==> src/rtl/serial_hsub_if.sv <==
// Start/done operand and result bundle for the bit-serial subtractor.
// The master drives the request and operands; the slave returns status and result.
interface serial_hsub_if #(
   parameter int WIDTH = 8
);
   // Handshake: start is taken only while the slave is idle. It has no valid/ready
   // pair. busy is high while bits are processed. done pulses for one cycle, and
   // diff/bout hold from that pulse until the next completion or reset.
   logic             start;
   logic [WIDTH-1:0] a;
   logic [WIDTH-1:0] b;
   logic             busy;
   logic             done;
   logic [WIDTH-1:0] diff;
   logic             bout;

   modport master (
      output start, a, b,
      input  busy, done, diff, bout
   );

   modport slave (
      input  start, a, b,
      output busy, done, diff, bout
   );
endinterface

==> src/rtl/serial_hsub.sv <==
// Bit-serial subtractor: diff = a - b mod 2^WIDTH, LSB first, one bit per clock,
// built from two cascaded half-subtractor cells with a registered borrow.
module serial_hsub #(
   parameter int WIDTH = 8
) (
   input  logic       clk,
   input  logic       rst_n,
   serial_hsub_if.slave bus,
   output logic [1:0] o_dbg_state
);
   localparam int CNT_W = $clog2(WIDTH) + 1;
   localparam logic [CNT_W-1:0] LAST_BIT = CNT_W'(WIDTH - 1);

   typedef enum logic [1:0] {
      S_IDLE = 2'd0,
      S_RUN  = 2'd1,
      S_DONE = 2'd2
   } state_t;

   state_t           r_state;
   logic [WIDTH-1:0] r_a_sh;
   logic [WIDTH-1:0] r_b_sh;
   logic [WIDTH-1:0] r_res;
   logic [CNT_W-1:0] r_cnt;
   logic             r_br;
   logic             r_busy;
   logic             r_done;
   logic [WIDTH-1:0] r_diff;
   logic             r_bout;

   logic w_a0, w_b0;
   logic w_hs1_d, w_hs1_b;
   logic w_d, w_hs2_b;
   logic w_br_next;

   // First cell subtracts b from a; the second subtracts the incoming borrow.
   assign w_a0      = r_a_sh[0];
   assign w_b0      = r_b_sh[0];
   assign w_hs1_d   = w_a0 ^ w_b0;
   assign w_hs1_b   = ~w_a0 & w_b0;
   assign w_d       = w_hs1_d ^ r_br;
   assign w_hs2_b   = ~w_hs1_d & r_br;
   assign w_br_next = w_hs1_b | w_hs2_b;

   always_ff @(posedge clk or negedge rst_n) begin
      if (!rst_n) begin
         r_state <= S_IDLE;
         r_a_sh  <= '0;
         r_b_sh  <= '0;
         r_res   <= '0;
         r_cnt   <= '0;
         r_br    <= 1'b0;
         r_busy  <= 1'b0;
         r_done  <= 1'b0;
         r_diff  <= '0;
         r_bout  <= 1'b0;
      end else begin
         case (r_state)
            S_IDLE: begin
               r_done <= 1'b0;
               if (bus.start) begin
                  r_a_sh  <= bus.a;
                  r_b_sh  <= bus.b;
                  r_br    <= 1'b0;
                  r_cnt   <= '0;
                  r_busy  <= 1'b1;
                  r_state <= S_RUN;
               end
            end
            S_RUN: begin
               r_res  <= {w_d, r_res[WIDTH-1:1]};
               r_a_sh <= r_a_sh >> 1;
               r_b_sh <= r_b_sh >> 1;
               r_br   <= w_br_next;
               r_cnt  <= r_cnt + 1'b1;
               if (r_cnt == LAST_BIT) begin
                  // The last bit goes straight into diff rather than through r_res.
                  r_diff  <= {w_d, r_res[WIDTH-1:1]};
                  r_bout  <= w_br_next;
                  r_busy  <= 1'b0;
                  r_done  <= 1'b1;
                  r_state <= S_DONE;
               end
            end
            S_DONE: begin
               r_done  <= 1'b0;
               r_state <= S_IDLE;
            end
            default: begin
               r_busy  <= 1'b0;
               r_done  <= 1'b0;
               r_state <= S_IDLE;
            end
         endcase
      end
   end

   assign bus.busy    = r_busy;
   assign bus.done    = r_done;
   assign bus.diff    = r_diff;
   assign bus.bout    = r_bout;
   assign o_dbg_state = r_state;
endmodule

==> src/flat_wrapper.sv <==
// flat-port wrapper written by rule: the top's interface ports become plain ports
module serial_hsub_flat 
#(
   parameter int WIDTH = 8
)
  (clk, rst_n, o_dbg_state, bus_start, bus_a, bus_b, bus_busy, bus_done, bus_diff, bus_bout);
  serial_hsub_if #(.WIDTH(WIDTH)) bus_i ();
  input  logic clk;
  input  logic rst_n;
  output logic [1:0] o_dbg_state;
  input wire logic [$bits(bus_i.start)-1:0] bus_start;
  input wire logic [$bits(bus_i.a)-1:0] bus_a;
  input wire logic [$bits(bus_i.b)-1:0] bus_b;
  output wire logic [$bits(bus_i.busy)-1:0] bus_busy;
  output wire logic [$bits(bus_i.done)-1:0] bus_done;
  output wire logic [$bits(bus_i.diff)-1:0] bus_diff;
  output wire logic [$bits(bus_i.bout)-1:0] bus_bout;
  assign bus_i.start = bus_start;
  assign bus_i.a = bus_a;
  assign bus_i.b = bus_b;
  assign bus_busy = bus_i.busy;
  assign bus_done = bus_i.done;
  assign bus_diff = bus_i.diff;
  assign bus_bout = bus_i.bout;
  serial_hsub #(.WIDTH(WIDTH)) u_core (.clk(clk), .rst_n(rst_n), .bus(bus_i), .o_dbg_state(o_dbg_state));
endmodule
==> config.mk <==
export PLATFORM = sky130hd
export DESIGN_NAME = serial_hsub_flat
export DESIGN_NICKNAME = d
export VERILOG_FILES = /design/src/rtl/serial_hsub_if.sv /design/src/rtl/serial_hsub.sv /design/src/flat_wrapper.sv
export SDC_FILE = /design/constraint.sdc
export NUM_CORES = 1
export LEC_CHECK = 0
export BUFFER_PORTS_ARGS = -buffer_cell sky130_fd_sc_hd__buf_2
export CAP_MARGIN = 20
export CORE_AREA = 4 4 66 68
export DETAILED_ROUTE_END_ITERATION = 10
export DIE_AREA = 0 0 70 72
export HOLD_SLACK_MARGIN = 0.12
export PLACE_DENSITY = 0.7
export REMOVE_ABC_BUFFERS = 1
export SLEW_MARGIN = 10
export SYNTH_ARGS = -nofsm -noshare
export SYNTH_HDL_FRONTEND = slang
export SYNTH_SLANG_ARGS = --single-unit
==> constraint.sdc <==
create_clock -name clk -period 1.5 [get_ports clk]
set_input_delay 0.15 -clock clk [delete_from_list [all_inputs] [get_ports clk]]
set_output_delay 0.15 -clock clk [all_outputs]
set_load 0.01 [all_outputs]
Word level (Yosys, flattened, before mapping)
Index checks and enable logic that the tools add are counted.
- bitwise gates (word level): 8
- add/subtract/negate cells: 1
- equality and inequality tests: 5
- mux-type cells: 16
- reductions and logical operators: 6
- operator list (operator ; number):
    $pmux 8 s2 ; 2
    $mux 8 ; 2
    $pmux 4 s2 ; 1
    $reduce_and 2->1 ; 3
    $mux 1 ; 5
    $add 4x1->4 const B ; 1
    $eq 4x3->1 const B ; 1
    $mux 2 ; 2
    $mux 4 ; 1
    $pmux 2 s2 ; 1
    $not 1->1 ; 3
    $pmux 1 s3 ; 1
    $reduce_and 3->1 ; 1
    $and 1x1->1 ; 2
    $eq 2x1->1 const B ; 1
    $eq 2x2->1 const B ; 1
    $logic_not 2->1 ; 1
    $ne 2x1->1 const B ; 1
    $ne 2x2->1 const B ; 1
    $pmux 1 s2 ; 1
    $reduce_bool 2->1 ; 1
    $xor 1x1->1 ; 2
    $or 1x1->1 ; 1
- output and inout bits: 13
- logic and storage cells: 46
- bits in registers: 42
- bits of input ports: 19

Logic depth before layout (Yosys ltp)
Gate-level depths: netlist (run 1).
- word-level depth: 5
- depth in mapped cells: 5
- mapped depth without buffers: 4

Worst setup path after synthesis (run 1)
No wires, ideal clock.
- path kind: register to register
- start point: reg u_core.r_cnt[0]
- end point: reg u_core.r_diff[1] (netlist: u_core.bus.diff[1])
- library setup time: 0.125 ns
- setup slack: 0.153 ns
- required time: 1.375 ns
- path buffers: 0
- clock period less this slack: 1.347 ns
- stages on the path, launching flop included: 5
- data arrival time: 1.223 ns
- cells stage by stage: dfrtp_1 -> ha_1 -> nand3b_2 -> nor2_8 -> mux2_2
- cells in the longest elaborated chain, start to end: 2
- RTL lines (item ; line ; source):
    start: declaration ; serial_hsub.sv:24 ; logic [CNT_W-1:0] r_cnt;
    start signal: assignment ; serial_hsub.sv:75 ; r_cnt <= r_cnt + 1'b1;
    $eq 4x3->1 ; serial_hsub.sv:76 ; if (r_cnt == LAST_BIT) begin
    $reduce_and 2->1 (no source line) ; - ;
    end signal: assignment ; serial_hsub.sv:78 ; r_diff <= {w_d, r_res[WIDTH-1:1]};
    end: declaration ; serial_hsub.sv:28 ; logic [WIDTH-1:0] r_diff;
Every way passes these cells.
A chain may end at the register's enable or synchronous reset.

Worst setup path after layout (run 1)
- start point: reg u_core.r_cnt[0]
- end point: reg u_core.r_diff[3] (netlist: u_core.bus.diff[3])
The elaborated chain is that of the path after synthesis.

==> results of run 1 <==
-- cell usage in the layout (no fill, tap or decap), drive strengths merged --
cell / n
a21oi: 3
a22o: 2
a22oi: 13
a31oi: 1
a32o: 1
and3b: 2
buf: 41
clkbuf: 7
dfrtp: 41
dlygate4sd3: 1
fa: 1
ha: 1
inv: 4
mux2: 9
nand2: 39
nand2b: 1
nand3: 3
nand3b: 1
nor2: 5
nor2b: 4
o21ai: 18
o21bai: 1
o22ai: 1
o31ai: 1
or3: 1
-- routing by layer --
metal	vias up	track usage
li1	637	-
met1	660	0.179
met2	43	0.268
met3	7	0.0554
met4	0	0.0532
met5	-	0
-- kinds of logic (layout without fill, tap and decap cells) --
| family | after synthesis | after routing | synth area share |
|---|---|---|---|
| muxes | 9 | 9 | 0.0581 |
| AOI/OAI and AO/OA | 41 | 41 | 0.148 |
| DFF | 41 | 41 | 0.588 |
| and+or+nand+nor | 55 | 56 | 0.151 |
| adders and majority gates | 2 | 2 | 0.0186 |
| buffers and inverters | 13 | 53 | 0.0366 |
-- flip-flops by register name, indices dropped and copies added (netlist names) --
signal,flops
u_core.o_dbg_state,2
u_core.bus.bout,1
u_core.bus.busy,1
u_core.r_br,1
u_core.r_b_sh,8
u_core.bus.done,1
u_core.r_a_sh,8
u_core.r_res,7
u_core.r_cnt,4
u_core.bus.diff,8
-- worst max-delay path by stage --
stage / from / end / slack (ps)
5_1_grt: u_core.r_cnt[0] / u_core.bus.diff[5] / -2
3_3_place_gp: u_core.r_cnt[0] / u_core.bus.diff[7] / 90
4_1_cts: u_core.r_cnt[0] / u_core.bus.diff[3] / 8
3_5_place_dp: u_core.r_cnt[0] / u_core.bus.diff[3] / 30
2_1_floorplan: u_core.o_dbg_state[0] / u_core.r_cnt[1] / -270
6_report: u_core.r_cnt[0] / u_core.bus.diff[3] / 60
-- power groups by stage --
stage | logic (mW) | registers (mW) | clock network, mW
after detailed placement | 1.78 | 1.90 | 0
after CTS | 1.79 | 1.88 | 0.735
after floorplan | 0.957 | 1.99 | 0
final | 1.83 | 1.89 | 0.710
after global placement | 1.70 | 1.88 | 0
after global routing | 2.05 | 1.95 | 0.786
-- synth_stat cells --
cell / instances / area share
a21oi_1: 3 / 0.0086
a22o_1: 2 / 0.010
a22oi_1: 13 / 0.056
a31oi_1: 1 / 0.0036
a32o_1: 1 / 0.0057
and3b_1: 2 / 0.010
buf_2: 3 / 0.0086
buf_4: 3 / 0.013
clkbuf_1: 3 / 0.0065
dfrtp_1: 41 / 0.59
fa_1: 1 / 0.011
ha_1: 1 / 0.0072
inv_1: 4 / 0.0086
mux2_1: 3 / 0.019
mux2_2: 6 / 0.039
nand2_1: 39 / 0.084
nand2b_2: 1 / 0.0050
nand3_1: 3 / 0.0086
nand3b_2: 1 / 0.0065
nor2_1: 3 / 0.0065
nor2_8: 1 / 0.011
nor2b_1: 3 / 0.011
nor2b_2: 1 / 0.0050
o21ai_0: 16 / 0.046
o21ai_1: 2 / 0.0057
o21bai_1: 1 / 0.0043
o22ai_1: 1 / 0.0036
o31ai_1: 1 / 0.0043
or3_1: 1 / 0.0036
-- per-stage QoR --
stage | instance area [um2] | worst slack [ps] | cells | util | hold WS [ps]
2_1_floorplan | 1700 | -271 | 152 | - | -146
3_3_place_gp | 2010 | 93.4 | 242 | 0.520 | 133
3_5_place_dp | 2010 | 31.0 | 242 | 0.520 | 146
4_1_cts | 2100 | 7.99 | 250 | 0.545 | 130
5_1_grt | 2140 | -2.49 | 252 | 0.554 | 155
6_report | 2140 | 59.1 | 252 | 0.554 | 136
-- final cells by class --
class                      count  area, um2
fill                         335       1720
clock buffer                   7       86.3
timing repair buffer          42        269
multi-input combinational    108        678
inverter                       4       15.0
tap                           50       62.6
sequential                    41       1030
-- critical path, stage by stage, from the launching register on --
cell      delay (ps)
dfrtp_1          400
ha_2             240
nand3b_4         150
nor2_8           180
mux2_2           350
-- what timing repair did --
action	in CTS	in global routing
buffers inserted	0	1
resized for setup	0	3
hold buffers	1	0
endpoints found under the setup margin	0	9
hold endpoints to repair	20	0
==> impl_metrics.csv, run 1 <==
group,metric,value,unit
place,dpl.hpwl,2.54,mm
global_route,grt_max_degree,22,
clock_network,insertion_delay,290,ps
layout,num_antenna_cells,0,
synth,ys_seq_area_frac,0.588,
power,switchingPower,1.64,mW
timing,slew_headroom,0.652,
detailed_routing,drc,0,
clock_network,tritoncts,"yes",
synth,syn_avg_cell_area,10.8,um2
clock_network,cts.clk_slew.worst_paths,70,ps
floorplanning,ios,32,
global_route,grt_pass1_wl,6.18,mm
detailed_routing,met1_length,1.53,mm
layout,drive_above_1_share,0.292,
floorplanning,num_rows,23,
synth,yosys_warnings,0,
hold_path,min_to,"u_core.r_a_sh[4]",
setup_path,arrival,1610,ps
detailed_routing,routedWlPerCell,14.3,um
power,p_seq_frac,0.427,
place,place_congestion,0.710,
global_route,antenna_found_initial,0,
timing,fmax,0.694,GHz
clock_network,numCtsBuffers,5,
hold_path,whs_path_depth,3,
setup_path,worstPathRequired,1670,ps
clock_network,htree_num_levels,2,
timing,post-route-period-util,0.961,
timing,hold_viol_final,0,
global_route,overflow,0,
synth,synth_seq_cells,41,
setup_path,path_class,"flip-flop to flip-flop",
power,powerDensity,2070,mW/mm2
power,internal_power,2.79,mW
outcome,status,"finished clean",
power,switching_share,0.370,
power,combPwrFrac,0.413,
place,io_buffers,31,
power,clock_power_share,0.160,
clock_network,cts_sinks,41,
timing,setup_tns,0,ps
detailed_routing,ant_nets,0,
floorplanning,start_util,0.453,
detailed_routing,vias,1347,
floorplanning,fp.dieH,72,um
synth,syn_inst,161,
power,power,4.43,mW
setup_path,r2r_cells,4,
layout,layout.nets,223,
clock_network,root_buffer,"clkbuf_8",
run,max-cap-violations,0,
hold_path,min_path_type,"input port to flip-flop",
timing,period_minus_slack,1440,ps
setup_path,reg2reg_to,"u_core.bus.diff[3]",
layout,area.growth.synth_to_final,22.4,%
timing,clock_skew,6.25,ps
detailed_routing,wl_met2,1.76,mm
hold_path,hold_path_startpoint,"bus_a[4]",
timing,setup_violations,0,
detailed_routing,drt-initial-drc-count,43,
power,max-vdd-ir-drop,736,uV
setup_path,path_max_fanout,5,
floorplanning,die_area,0.00504,mm2
setup_path,rr_startpoint,"u_core.r_cnt[0]",
setup_path,end_kind,"flip-flop",
detailed_routing,vias_per_cell,5.35,
setup_path,start_kind,"flip-flop",
floorplanning,die_x,70,um
detailed_routing,drt-pass1-iter-count,4,
detailed_routing,top_layer,"met4",
global_route,first_global_vias,1416,
floorplanning,coreArea,0.00386,mm2
synth,syn_area,0.00175,mm2
setup_path,r2r_slack,60,ps
timing,final_max_slew_viol_count,0,
power,p_leak,1.04,nW
clock_network,cts_max_path_buffers,2,
synth,ys_types,29,
global_route,grt_use_total,0.154,
detailed_routing,wl_met3,252,um
detailed_routing,drt_wl_total,3.59,mm
timing,tightest_slew,521,ps
(Power assumes the default switching activity.)
==> run 2: changes to the inputs <==
- CORE_AREA: 4 4 66 68 -> 4 4 55 82
- CTS_CLUSTER_SIZE: default -> 8
- DIE_AREA: 0 0 70 72 -> 0 0 59 86
- PLACE_DENSITY: 0.7 -> 0.69
==> run 2 against run 1 <==
Effect of this change:
- sequential share of layout area about the same
- clock-buffer cell count shrank 1
- die area up 0.67%
- final cell count fell by 0.79%
- total power is 0.49% higher
- critical path depth is the same
- clock power down 4.1%
- clock skew decreased by 2.4 ps
- first-iteration DRC count is 33% lower
- core utilization about the same
- critical path type unchanged
- largest cell class unchanged
- largest power group unchanged
==> impl_metrics.csv, run 2 (synthesis gave the netlist of run 1 again) <==
group,metric,value,unit
setup_path,critical-path-max-stage-delay,420,ps
place,placedCellCount,238,
power,p_leak,1.05,nW
setup_path,crit_end,"u_core.bus.diff[1]",
power,switchingPower,1.69,mW
clock_network,cts_max_path_buffers,2,
timing,hold_viol_final,0,
setup_path,cp_slowest_cell,"dfrtp_1",
floorplanning,die_area,0.00507,mm2
layout,drive_above_1_share,0.302,
floorplanning,num_rows,28,
layout,final_cell_mix,"dfrtp_1, nand2_1, buf_2",
setup_path,start_kind,"flip-flop",
setup_path,r2r_slack,90,ps
outcome,status,"finished clean",
timing,setup_tns,0,ps
timing,period_minus_slack,1410,ps
layout,final_cell_area,0.00214,mm2
setup_path,end_kind,"flip-flop",
global_route,grt_use_total,0.163,
timing,slew_headroom,0.674,
power,powerDensity,2080,mW/mm2
power,max-vdd-ir-drop,1380,uV
place,place_area,0.00200,mm2
layout,layout.nets,225,
timing,final_max_slew_viol_count,0,
floorplanning,coreArea,0.00385,mm2
global_route,first_global_vias,1364,
global_route,grt_pass1_wl,6.30,mm
setup_path,path_max_fanout,5,
timing,fmax,0.707,GHz
place,io_buffers,31,
floorplanning,ios,32,
detailed_routing,ant_nets,0,
floorplanning,fp.dieH,86,um
timing,holdWs,146,ps
timing,clock_skew,3.87,ps
layout,fin_cells,250,
clock_network,root_buffer,"clkbuf_8",
layout,area.growth.synth_to_final,22.4,%
power,p_seq_frac,0.432,
run,max-cap-violations,0,
clock_network,insertion_delay,290,ps
detailed_routing,vias,1353,
power,internal_power,2.76,mW
hold_path,min_path_type,"input port to flip-flop",
detailed_routing,drc,0,
layout,layout.cells.most_common,"dfrtp_1",
layout,num_antenna_cells,0,
setup_path,critPathTopFamily,"flip-flops",
setup_path,path_class,"flip-flop to flip-flop",
place,dpl.hpwl,2.62,mm
timing,setup_violations,0,
setup_path,path_cells,"ha_4 -> nand3b_4 -> nor2_4 -> mux2_2",
detailed_routing,drt-initial-drc-count,29,
detailed_routing,routedWlPerCell,14.8,um
place,place_congestion,0.731,
clock_network,htree_num_levels,2,
global_route,overflow,0,
clock_network,tritoncts,"yes",
timing,tightest_slew,489,ps
setup_path,crit_start,"u_core.r_cnt[1]",
power,clock_power_share,0.153,
power,switching_share,0.380,
detailed_routing,drt_wl_total,3.70,mm
global_route,grt_max_degree,23,
clock_network,numCtsBuffers,5,
timing,post-route-period-util,0.943,
setup_path,arrival,1590,ps
setup_path,worstPathRequired,1680,ps
detailed_routing,drt-pass1-iter-count,4,
setup_path,reg2reg_to,"u_core.bus.diff[1]",
timing,rsz0062_at_grt,"false",
power,combPwrFrac,0.415,
setup_path,cp.depth,4,
detailed_routing,vias_per_cell,5.41,
setup_path,cp_num_buf_inv,0,
layout,nFillCells,359,
floorplanning,die_x,59,um
setup_path,r2r_cells,4,
setup_path,rr_startpoint,"u_core.r_cnt[1]",
clock_network,cts_sinks,41,
global_route,antenna_found_initial,0,
floorplanning,start_util,0.453,
clock_network,cts.clk_slew.worst_paths,70,ps
-- run 2: cell count changes in the layout (fill, tap and decap cells not counted) --
cell and change:
ha_4 +1, buf_4 +4, ha_2 -1, buf_12 -1
clkbuf_8 -1, clkinv_2 +2, buf_6 -1
-- run 2: power by group through the flow --
| stage | Combinational [mW] | Sequential (mW) | Clock (mW) |
|---|---|---|---|
| detailed placement | 1.77 | 1.93 | 0 |
| finish | 1.84 | 1.92 | 0.681 |
| CTS | 1.83 | 1.92 | 0.706 |
| global placement | 1.67 | 1.89 | 0 |
| global route | 2.10 | 1.98 | 0.748 |
| floorplan | 0.957 | 1.99 | 0 |
-- run 2: how the worst min path moves through the flow --
stage	start	to	slack, ps	cells past startpoint
2_1_floorplan	rst_n	u_core.bus.bout	-150	0
3_3_place_gp	rst_n	u_core.r_cnt[3]	140	1
3_5_place_dp	rst_n	u_core.r_cnt[2]	140	1
4_1_cts	bus_a[1]	u_core.r_a_sh[1]	140	3
5_1_grt	bus_a[1]	u_core.r_a_sh[1]	150	3
6_report	bus_a[1]	u_core.r_a_sh[1]	150	3
-- run 2: through the flow --
| stage | total power, mW | setup WS (ps) | utilization |
|---|---|---|---|
| floorplan | 2.95 | -271 | - |
| global placement | 3.56 | 89.4 | 0.518 |
| detailed placement | 3.70 | -2.56 | 0.518 |
| CTS | 4.45 | 28.0 | 0.549 |
| global route | 4.83 | 18.8 | 0.554 |
| finish | 4.45 | 86.1 | 0.554 |
-- run 2: cell type report --
class | instances | area, um2 | area share
sequential | 41 | 1030 | 0.480
tap | 45 | 56.3 | 0.0264
timing repair buffer | 44 | 268 | 0.125
inverter | 4 | 15.0 | 0.00703
clock inverter | 2 | 10.0 | 0.00469
multi-input combinational | 108 | 688 | 0.322
clock buffer | 6 | 72.6 | 0.0340
-- run 2: what timing repair did --
action | CTS | global route
gates cloned | 1 | 0
endpoints found under the setup margin | 8 | 8
pin swaps | 0 | 1
endpoints found under the hold margin | 19 | 0
resized for setup | 1 | 2
hold buffers | 1 | 0
buffers inserted | 1 | 1
-- run 2: layer usage --
metal | track usage | wire length, um
met1 | 0.199 | 1510
met2 | 0.280 | 1930
met5 | 0 | 0
met4 | 0.0433 | 44
met3 | 0.0437 | 211
-- run 2: worst reg2reg max path: stages (launching register included) --
cell      delay [ps]
dfrtp_1          420
ha_4             190
nand3b_4         150
nor2_4           200
mux2_2           350
==> run 3: changes to the inputs <==
- CTS_BUF_LIST: default -> sky130_fd_sc_hd__clkbuf_8
==> run 3 against run 2 <==
Effect of this change:
- combinational power hardly changed
- via count is 0.44% lower
- sequential power barely moved
- clock skew hardly changed
- global-route usage is the same
- wire length barely moved
- fmax did not move
- sequential share of layout area is the same
==> impl_metrics.csv, run 3 (synthesis gave the netlist of run 1 again) <==
group,metric,value,unit
timing,holdWs,145,ps
detailed_routing,drt-pass1-iter-count,4,
setup_path,arrival,1590,ps
layout,layout.nets,225,
detailed_routing,routedWlPerCell,14.8,um
timing,rsz0062_at_grt,"false",
layout,nFillCells,359,
floorplanning,die_x,59,um
timing,post-route-period-util,0.943,
global_route,first_global_vias,1364,
layout,final_cell_mix,"dfrtp_1, nand2_1, buf_2",
place,io_buffers,31,
power,internal_power,2.75,mW
floorplanning,fp.dieH,86,um
place,placedCellCount,238,
floorplanning,num_rows,28,
setup_path,path_class,"flip-flop to flip-flop",
setup_path,r2r_slack,90,ps
clock_network,root_buffer,"clkbuf_8",
timing,fmax,0.707,GHz
power,power,4.44,mW
detailed_routing,ant_nets,0,
place,place_congestion,0.731,
setup_path,path_max_fanout,5,
timing,slew_headroom,0.674,
timing,period_minus_slack,1410,ps
detailed_routing,drt-initial-drc-count,29,
floorplanning,coreArea,0.00385,mm2
setup_path,worstPathRequired,1680,ps
power,clock_power_share,0.152,
clock_network,tritoncts,"yes",
power,switchingPower,1.69,mW
detailed_routing,drc,0,
power,switching_share,0.380,
global_route,grt_pass1_wl,6.30,mm
setup_path,end_kind,"flip-flop",
global_route,overflow,0,
place,dpl.hpwl,2.62,mm
clock_network,htree_num_levels,2,
global_route,grt_use_total,0.163,
run,max-cap-violations,0,
detailed_routing,vias,1347,
clock_network,cts_sinks,41,
global_route,antenna_found_initial,0,
detailed_routing,vias_per_cell,5.39,
timing,final_max_slew_viol_count,0,
timing,tightest_slew,489,ps
power,p_seq_frac,0.433,
outcome,status,"finished clean",
clock_network,insertion_delay,290,ps
clock_network,numCtsBuffers,5,
power,powerDensity,2080,mW/mm2
layout,drive_above_1_share,0.302,
timing,setup_violations,0,
timing,hold_viol_final,0,
layout,final_cell_area,0.00214,mm2
clock_network,cts_max_path_buffers,2,
layout,num_antenna_cells,0,
power,combPwrFrac,0.415,
detailed_routing,drt_wl_total,3.70,mm
global_route,grt_max_degree,23,
setup_path,start_kind,"flip-flop",
layout,area.growth.synth_to_final,22.4,%
power,p_leak,1.05,nW
hold_path,min_path_type,"input port to flip-flop",
place,place_area,0.00200,mm2
timing,clock_skew,4.15,ps
floorplanning,start_util,0.453,
power,max-vdd-ir-drop,1380,uV
clock_network,cts.clk_slew.worst_paths,70,ps
floorplanning,die_area,0.00507,mm2
layout,fin_cells,250,
layout,layout.cells.most_common,"dfrtp_1",
floorplanning,ios,32,
[run 3: final timing paths]
path	start	end	cells past startpoint
worst max-delay path	u_core.r_cnt[1]	u_core.bus.diff[1]	4
worst min-delay path	bus_a[1]	u_core.r_a_sh[1]	3
worst max register to register	u_core.r_cnt[1]	u_core.bus.diff[1]	4
worst min register to register	u_core.r_b_sh[0]	u_core.r_b_sh[0]	2
max in group asynchronous	rst_n	u_core.bus.diff[6]	3
min in group asynchronous	rst_n	u_core.r_cnt[2]	2
[run 3: power groups by stage]
stage | registers (mW) | logic, mW | clock network [mW]
4_1_cts | 1.92 | 1.83 | 0.700
2_1_floorplan | 1.99 | 0.957 | 0
6_report | 1.92 | 1.84 | 0.674
3_5_place_dp | 1.93 | 1.77 | 0
5_1_grt | 1.98 | 2.10 | 0.742
3_3_place_gp | 1.89 | 1.67 | 0
[run 3: timing repair]
| action | 4_1_cts | 5_1_grt |
|---|---|---|
| setup buffers | 1 | 1 |
| gates resized for setup | 1 | 2 |
| hold endpoints to repair | 19 | 0 |
| pin swaps | 0 | 1 |
| hold buffers | 1 | 0 |
| cloned | 1 | 0 |
| setup endpoints to repair | 8 | 8 |
[run 3: layout make-up]
class	count	area, um2	share of cell area
sequential	41	1030	0.480
multi-input combinational	108	688	0.322
timing repair buffer	44	268	0.125
clock buffer	5	68.8	0.0322
tap	45	56.3	0.0264
inverter	4	15.0	0.00703
clock inverter	3	13.8	0.00644
[run 3: routing by layer]
metal	wire (um)	track usage	vias up
met5	0	0	-
met4	44	0.0433	0
met2	1920	0.280	50
met1	1520	0.199	651
met3	206	0.0437	5
li1	-	-	641
[run 3: worst max-delay path, cell delays in order (launching register included)]
cell and delay (ps):
dfrtp_1 420, ha_4 180, nand3b_4 150, nor2_4 200, mux2_2 350
[run 3: per-stage QoR]
stage | util | setup TNS [ps] | setup WS [ps]
finish | 0.554 | 0 | 86.1
global route | 0.554 | 0 | 18.8
CTS | 0.549 | 0 | 28.0
detailed placement | 0.518 | -2.83 | -2.56
global placement | 0.518 | 0 | 89.4
floorplan | - | -6880 | -271
